[src/rtl/column_buffer_ctrl.sv]
// Sequencer for one post-processing column buffer used as a cfg_delay-column delay line.
// Accepts W columns per line, drains the SRAM pipeline tail and presents exactly W output columns.
//
//   state   | meaning
//   S_IDLE  | waiting for start; cfg checked and latched here
//   S_FILL  | input columns drive the beats
//   S_FLUSH | internal beats drain the delay line; waits for last output handshake
module column_buffer_ctrl #(
   parameter int AWIDTH = 9,
   parameter int DEPTH  = 512,
   parameter int LWIDTH = 11,
   parameter int PIPE   = 2
) (
   input  logic              clk,
   input  logic              rst,
   input  logic              start,
   input  logic [LWIDTH-1:0] cfg_line_width,
   input  logic [AWIDTH-1:0] cfg_delay,
   input  logic              in_valid,
   output logic              in_ready,
   output logic              out_valid,
   input  logic              out_ready,
   output logic              out_last,
   output logic              buf_clken,
   output logic [AWIDTH-1:0] buf_rd_addr,
   output logic              busy,
   output logic              line_done,
   output logic              cfg_err
);

   localparam int BWIDTH = LWIDTH + 1;
   localparam logic [AWIDTH:0] D_MAX = (AWIDTH+1)'(DEPTH - 2);

   typedef enum logic [1:0] {S_IDLE, S_FILL, S_FLUSH} state_t;

   state_t            state, state_nxt;
   logic [LWIDTH-1:0] w_lat;
   logic [AWIDTH-1:0] d_lat;
   logic [BWIDTH-1:0] beat_cnt;
   logic [LWIDTH-1:0] out_cnt;
   logic [AWIDTH-1:0] wr_ptr, wr_ptr_nxt, rd_addr_nxt;
   logic [BWIDTH-1:0] beat_total, first_out_idx, fill_last_idx;
   logic              beat, adv_ok, hs, last_hs, cfg_ok, accept, reject, done;

   assign adv_ok        = !out_valid || out_ready;
   assign hs            = out_valid && out_ready;
   assign out_last      = out_valid && (out_cnt == w_lat - 1'b1);
   assign last_hs       = hs && out_last;
   assign busy          = (state != S_IDLE);
   assign buf_clken     = beat;
   assign cfg_ok        = (cfg_line_width != '0) && (cfg_delay != '0) && ({1'b0, cfg_delay} <= D_MAX);
   assign beat_total    = BWIDTH'(w_lat) + BWIDTH'(d_lat) + BWIDTH'(PIPE - 1);
   // beat_cnt holds beats already issued; the next beat is number beat_cnt+1
   assign first_out_idx = BWIDTH'(d_lat) + BWIDTH'(PIPE - 1);
   assign fill_last_idx = BWIDTH'(w_lat) - 1'b1;
   assign wr_ptr_nxt    = (wr_ptr == AWIDTH'(DEPTH - 1)) ? '0 : wr_ptr + 1'b1;
   assign rd_addr_nxt   = (wr_ptr_nxt >= d_lat) ? (wr_ptr_nxt - d_lat)
                                                : AWIDTH'(int'(wr_ptr_nxt) + DEPTH - int'(d_lat));

   always_comb begin
      state_nxt = state;
      beat      = 1'b0;
      in_ready  = 1'b0;
      accept    = 1'b0;
      reject    = 1'b0;
      done      = 1'b0;
      case (state)
         S_IDLE: begin
            if (start) begin
               if (cfg_ok) begin
                  accept    = 1'b1;
                  state_nxt = S_FILL;
               end else begin
                  reject = 1'b1;
               end
            end
         end
         S_FILL: begin
            in_ready = adv_ok;
            beat     = in_valid && adv_ok;
            if (beat && (beat_cnt == fill_last_idx)) state_nxt = S_FLUSH;
         end
         S_FLUSH: begin
            beat = adv_ok && (beat_cnt != beat_total);
            if (last_hs) begin
               state_nxt = S_IDLE;
               done      = 1'b1;
            end
         end
         default: state_nxt = S_IDLE;
      endcase
   end

   always_ff @(posedge clk or negedge rst) begin
      if (!rst) begin
         state       <= S_IDLE;
         w_lat       <= '0;
         d_lat       <= '0;
         beat_cnt    <= '0;
         out_cnt     <= '0;
         wr_ptr      <= '0;
         buf_rd_addr <= '0;
         out_valid   <= 1'b0;
         line_done   <= 1'b0;
         cfg_err     <= 1'b0;
      end else begin
         state     <= state_nxt;
         line_done <= done;
         cfg_err   <= reject;
         if (accept) begin
            w_lat    <= cfg_line_width;
            d_lat    <= cfg_delay;
            beat_cnt <= '0;
            out_cnt  <= '0;
         end
         if (beat) begin
            beat_cnt    <= beat_cnt + 1'b1;
            wr_ptr      <= wr_ptr_nxt;
            buf_rd_addr <= rd_addr_nxt;
         end
         // a beat with a pending column implies a handshake, so the new column simply replaces it
         if (beat && (beat_cnt >= first_out_idx)) out_valid <= 1'b1;
         else if (hs)                            out_valid <= 1'b0;
         if (hs) out_cnt <= out_cnt + 1'b1;
      end
   end

endmodule

[config.mk]
export PLATFORM = sky130hd
export DESIGN_NAME = column_buffer_ctrl
export DESIGN_NICKNAME = d
export VERILOG_FILES = /design/src/rtl/column_buffer_ctrl.sv
export SDC_FILE = /design/constraint.sdc
export NUM_CORES = 1
export LEC_CHECK = 0
export ABC_CLOCK_PERIOD_IN_PS = 4500
export CELL_PAD_IN_SITES_DETAIL_PLACEMENT = 1
export CELL_PAD_IN_SITES_GLOBAL_PLACEMENT = 1
export CORE_ASPECT_RATIO = 2
export CORE_MARGIN = 3
export CORE_UTILIZATION = 40
export DETAILED_ROUTE_END_ITERATION = 12
export PLACE_DENSITY_LB_ADDON = 0.1
export SLEW_MARGIN = 0
export SYNTH_ARGS = -nofsm -noshare
export SYNTH_HDL_FRONTEND = slang
export SYNTH_SLANG_ARGS = --single-unit
[constraint.sdc]
create_clock -name clk -period 4.5 [get_ports clk]
set_input_delay 0.675 -clock clk [delete_from_list [all_inputs] [get_ports clk]]
set_output_delay 0.675 -clock clk [all_outputs]
set_load 0.02 [all_outputs]
==> flow_summary.toml <==
[timing]
final.period_utilization = 0.898
fin_setup_tns_ns = 0
hold_violations = 0
finalCriticalPeriod_ns = 4.04
slew_violations = 0
setup_violations = 0
fmax_mhz = 247
timing.slew.headroom = 0.449
tightestPinTransition_ns = 0.827
grt_setup_unrepaired = "no"
finalClockSkew_ns = 0.00740

[cells_and_area]
finalNonFillerCells = 772
nNetsFinal = 684
antennaDiodeCount = 0
drive_gt1_frac = 0.0880
area_growth_pct = 16.0

[setup_path]
cpPeakStageDelay_ns = 0.64
worstPathArrival_ns = 3.37
reg2reg_slack_ns = 0.99
cp.required_ns = 3.83
crit_slowest_cell = "clkdlybuf4s50_1"
path_buf_inv = 2
crit_fanout = 9
rr_worst_depth = 14
worstSetupStartpointType = "register"
crit_chain = "inv_1 > ha_1 > nor3b_1 > xor2_1 > xnor2_1 > nand4_1 > a31oi_1 > nor2b_1 > clkdlybuf4s50_1"
worst-setup-path-type = "reg -> out"
cp-end-kind = "output port"
r2r_end = "buf_rd_addr[5]$_DFFE_PN0P_"
r2r-start = "d_lat[0]$_DFFE_PN0P_"
path_delay_family = "buffers and inverters"

[clock_network]
insertion_delay_ns = 0.34
clkTransAtPathRegs_ns = 0.06
clockRootBuffer = "clkbuf_16"
cts_tree = "yes"
cts_buffers = 9
cts_setup_buffers = 0
cts.path.max_buffers = 2
h-tree-depth = 3
cts_sinks = 66
ctsHoldBuffers = 0

[detailed_routing]
vias_per_cell = 5.92
drc_errors = 0
drt-initial-drc-count = 152
drt-total-wl_um = 17000
ant_nets = 0
wl_per_cell_um = 22.0
drt-pass1-iter-count = 5
dr_total_vias = 4567

[synth]
synth-seq-area-share = 0.324
ys_ff_latch = 66
synth_edf_count = 0
synth.distinct_cells = 65
mappedNetlistArea_mm2 = 0.00510
ys_async_sr_fraction = 1.00
synth_cells = 586
syn_nets = 650
syn_avg_cell_area_um2 = 8.70
yosys_warnings = 0
ys.flop_type = "dfrtp_1"

[status]
status = "complete, no violations"

[grt]
antenna_found_initial = 0
grt_pass1_vias = 5027
grt_pass1_wl_um = 27000
gr-total-overflow = 0
grt_usage = 0.246
grt_max_degree = 35

[die]
core_area_mm2 = 0.0123
std_cell_rows = 57
io_pins = 41
dieArea_mm2 = 0.0142
die_w_um = 85.8
die_y_um = 166
start_util = 0.413

[place]
dp_hpwl_um = 13800
port-buffer-count = 40
placed_cells = 756
gp_congestion = 0.963

[hold_path]
hold_path_class = "in -> async"

[power]
power-per-cell-area_mw_per_mm2 = 715
p_total_mw = 4.23
p_leak_nw = 2.62
vdd_drop_max_uv = 513

[flow_run]
cap_viol_max_count = 0
-- layout by cell type (no fill, tap or decap), types with 9 or more instances in the layout --
cell | Yosys | routed
buf_4 | 0 | 9
clkdlybuf4s50_1 | 0 | 38
clkbuf_16 | 0 | 9
nand2_1 | 72 | 72
and3_1 | 18 | 18
nor3_1 | 16 | 16
a21oi_1 | 21 | 21
xnor2_1 | 34 | 34
ha_1 | 37 | 37
xor2_1 | 24 | 24
nor2_1 | 26 | 26
dfrtp_1 | 66 | 66
o21ai_0 | 49 | 49
nand3_1 | 34 | 34
inv_1 | 30 | 30
-- worst reg2reg max path, stage by stage, from the launching register on --
cell	delay [ns]
dfrtp_1	0.44
inv_1	0.14
ha_1	0.18
inv_1	0.05
fa_1	0.41
a21o_1	0.23
a22o_1	0.23
o41ai_4	0.28
o21ai_0	0.18
xnor2_1	0.17
o22ai_2	0.21
nor2_4	0.07
inv_4	0.05
buf_4	0.35
mux2_2	0.40
-- registers in the layout, indices dropped and copies added, names as in the netlist --
name,flops
wr_ptr,9
line_done,1
beat_cnt,12
buf_rd_addr,9
out_valid,1
out_cnt,11
w_lat,11
state,2
d_lat,9
cfg_err,1
-- cell usage after synthesis, types with 2 or more instances --
library cell	n	share of area
a211oi_1	6	0.0088
a21o_1	7	0.010
a21oi_1	21	0.021
a2bb2oi_1	2	0.0034
a31o_2	3	0.0052
a31oi_1	5	0.0061
and2_1	4	0.0049
and3_1	18	0.022
buf_6	2	0.0044
clkbuf_1	22	0.016
dfrtp_1	66	0.32
fa_1	2	0.0079
ha_1	37	0.091
inv_1	30	0.022
mux2_2	8	0.018
mux2_4	6	0.018
mux2i_1	2	0.0039
nand2_1	72	0.053
nand2b_1	7	0.0086
nand3_1	34	0.033
nand3b_1	2	0.0029
nand4_1	6	0.0074
nand4b_1	2	0.0034
nor2_1	26	0.019
nor2b_1	5	0.0061
nor3_1	16	0.016
nor3b_1	2	0.0029
nor4_1	3	0.0037
o211ai_1	6	0.0088
o21a_1	2	0.0029
o21ai_0	49	0.048
o22ai_1	4	0.0049
o311ai_2	2	0.0064
o31ai_1	8	0.012
or2_2	3	0.0037
or3_1	7	0.0086
or4_1	5	0.0074
xnor2_1	34	0.058
xor2_1	24	0.041
-- where the power goes --
part | internal [mW] | total (mW) | switching [mW]
registers | 0.760 | 1.04 | 0.284
logic | 1.08 | 2.52 | 1.44
clock network | 0.388 | 0.669 | 0.282
total | 2.23 | 4.23 | 2.00
-- cell families after synthesis --
kind of cell / Yosys count / share of synthesized area
AND/OR/NAND/NOR: 217 / 0.214
AO/OA/AOI/OAI: 132 / 0.175
flip-flops: 66 / 0.324
XOR/XNOR: 59 / 0.104
buffers and inverters: 57 / 0.0456
adder cells (fa/ha/maj): 39 / 0.0986
multiplexers: 16 / 0.0393
-- final cells by class --
type / count / area, um^2
clock buffer: 10 / 239
multi-input combinational: 463 / 3220
timing repair buffer: 49 / 465
tap: 147 / 184
inverter: 31 / 119
clock inverter: 6 / 41.3
fill: 1471 / 6420
sequential: 66 / 1650
-- repair_timing --
| item | 4_1_cts | 5_1_grt |
|---|---|---|
| endpoints found under the setup margin | 0 | 1 |
| gates resized for setup | 0 | 1 |
| endpoints found under the hold margin | 0 | 0 |
-- routing by layer --
| metal | routed length [um] | global-route usage | vias up | part of all wire |
|---|---|---|---|---|
| met5 | 0 | 0 | - | 0 |
| met4 | 991 | 0.143 | 0 | 0.058 |
| met3 | 324 | 0.0318 | 49 | 0.019 |
| met2 | 9980 | 0.483 | 106 | 0.59 |
| met1 | 5670 | 0.230 | 2266 | 0.33 |
| li1 | - | - | 2146 | - |
-- metrics by stage --
step / hold WS, ns / area (um^2) / setup WS (ns) / utilization
2_1_floorplan: 0.379 / 5100 / 1.03 / -
3_3_place_gp: 0.492 / 5630 / 0.604 / 0.457
3_5_place_dp: 0.500 / 5630 / 0.512 / 0.457
4_1_cts: 0.452 / 5910 / 0.149 / 0.479
5_1_grt: 0.483 / 5920 / 0.275 / 0.479
6_report: 0.432 / 5920 / 0.458 / 0.479
-- worst max path at each step --
stage | startpoint | to | slack, ns | cells after the start
6_report | w_lat[1]$_DFFE_PN0P_ | out_last | 0.46 | 9
2_1_floorplan | d_lat[0]$_DFFE_PN0P_ | buf_clken | 1.03 | 13
3_3_place_gp | d_lat[0]$_DFFE_PN0P_ | buf_clken | 0.60 | 13
4_1_cts | d_lat[0]$_DFFE_PN0P_ | buf_clken | 0.15 | 13
5_1_grt | w_lat[1]$_DFFE_PN0P_ | out_last | 0.28 | 9
3_5_place_dp | d_lat[0]$_DFFE_PN0P_ | buf_clken | 0.51 | 13
Power figures use the tool's default switching activity.
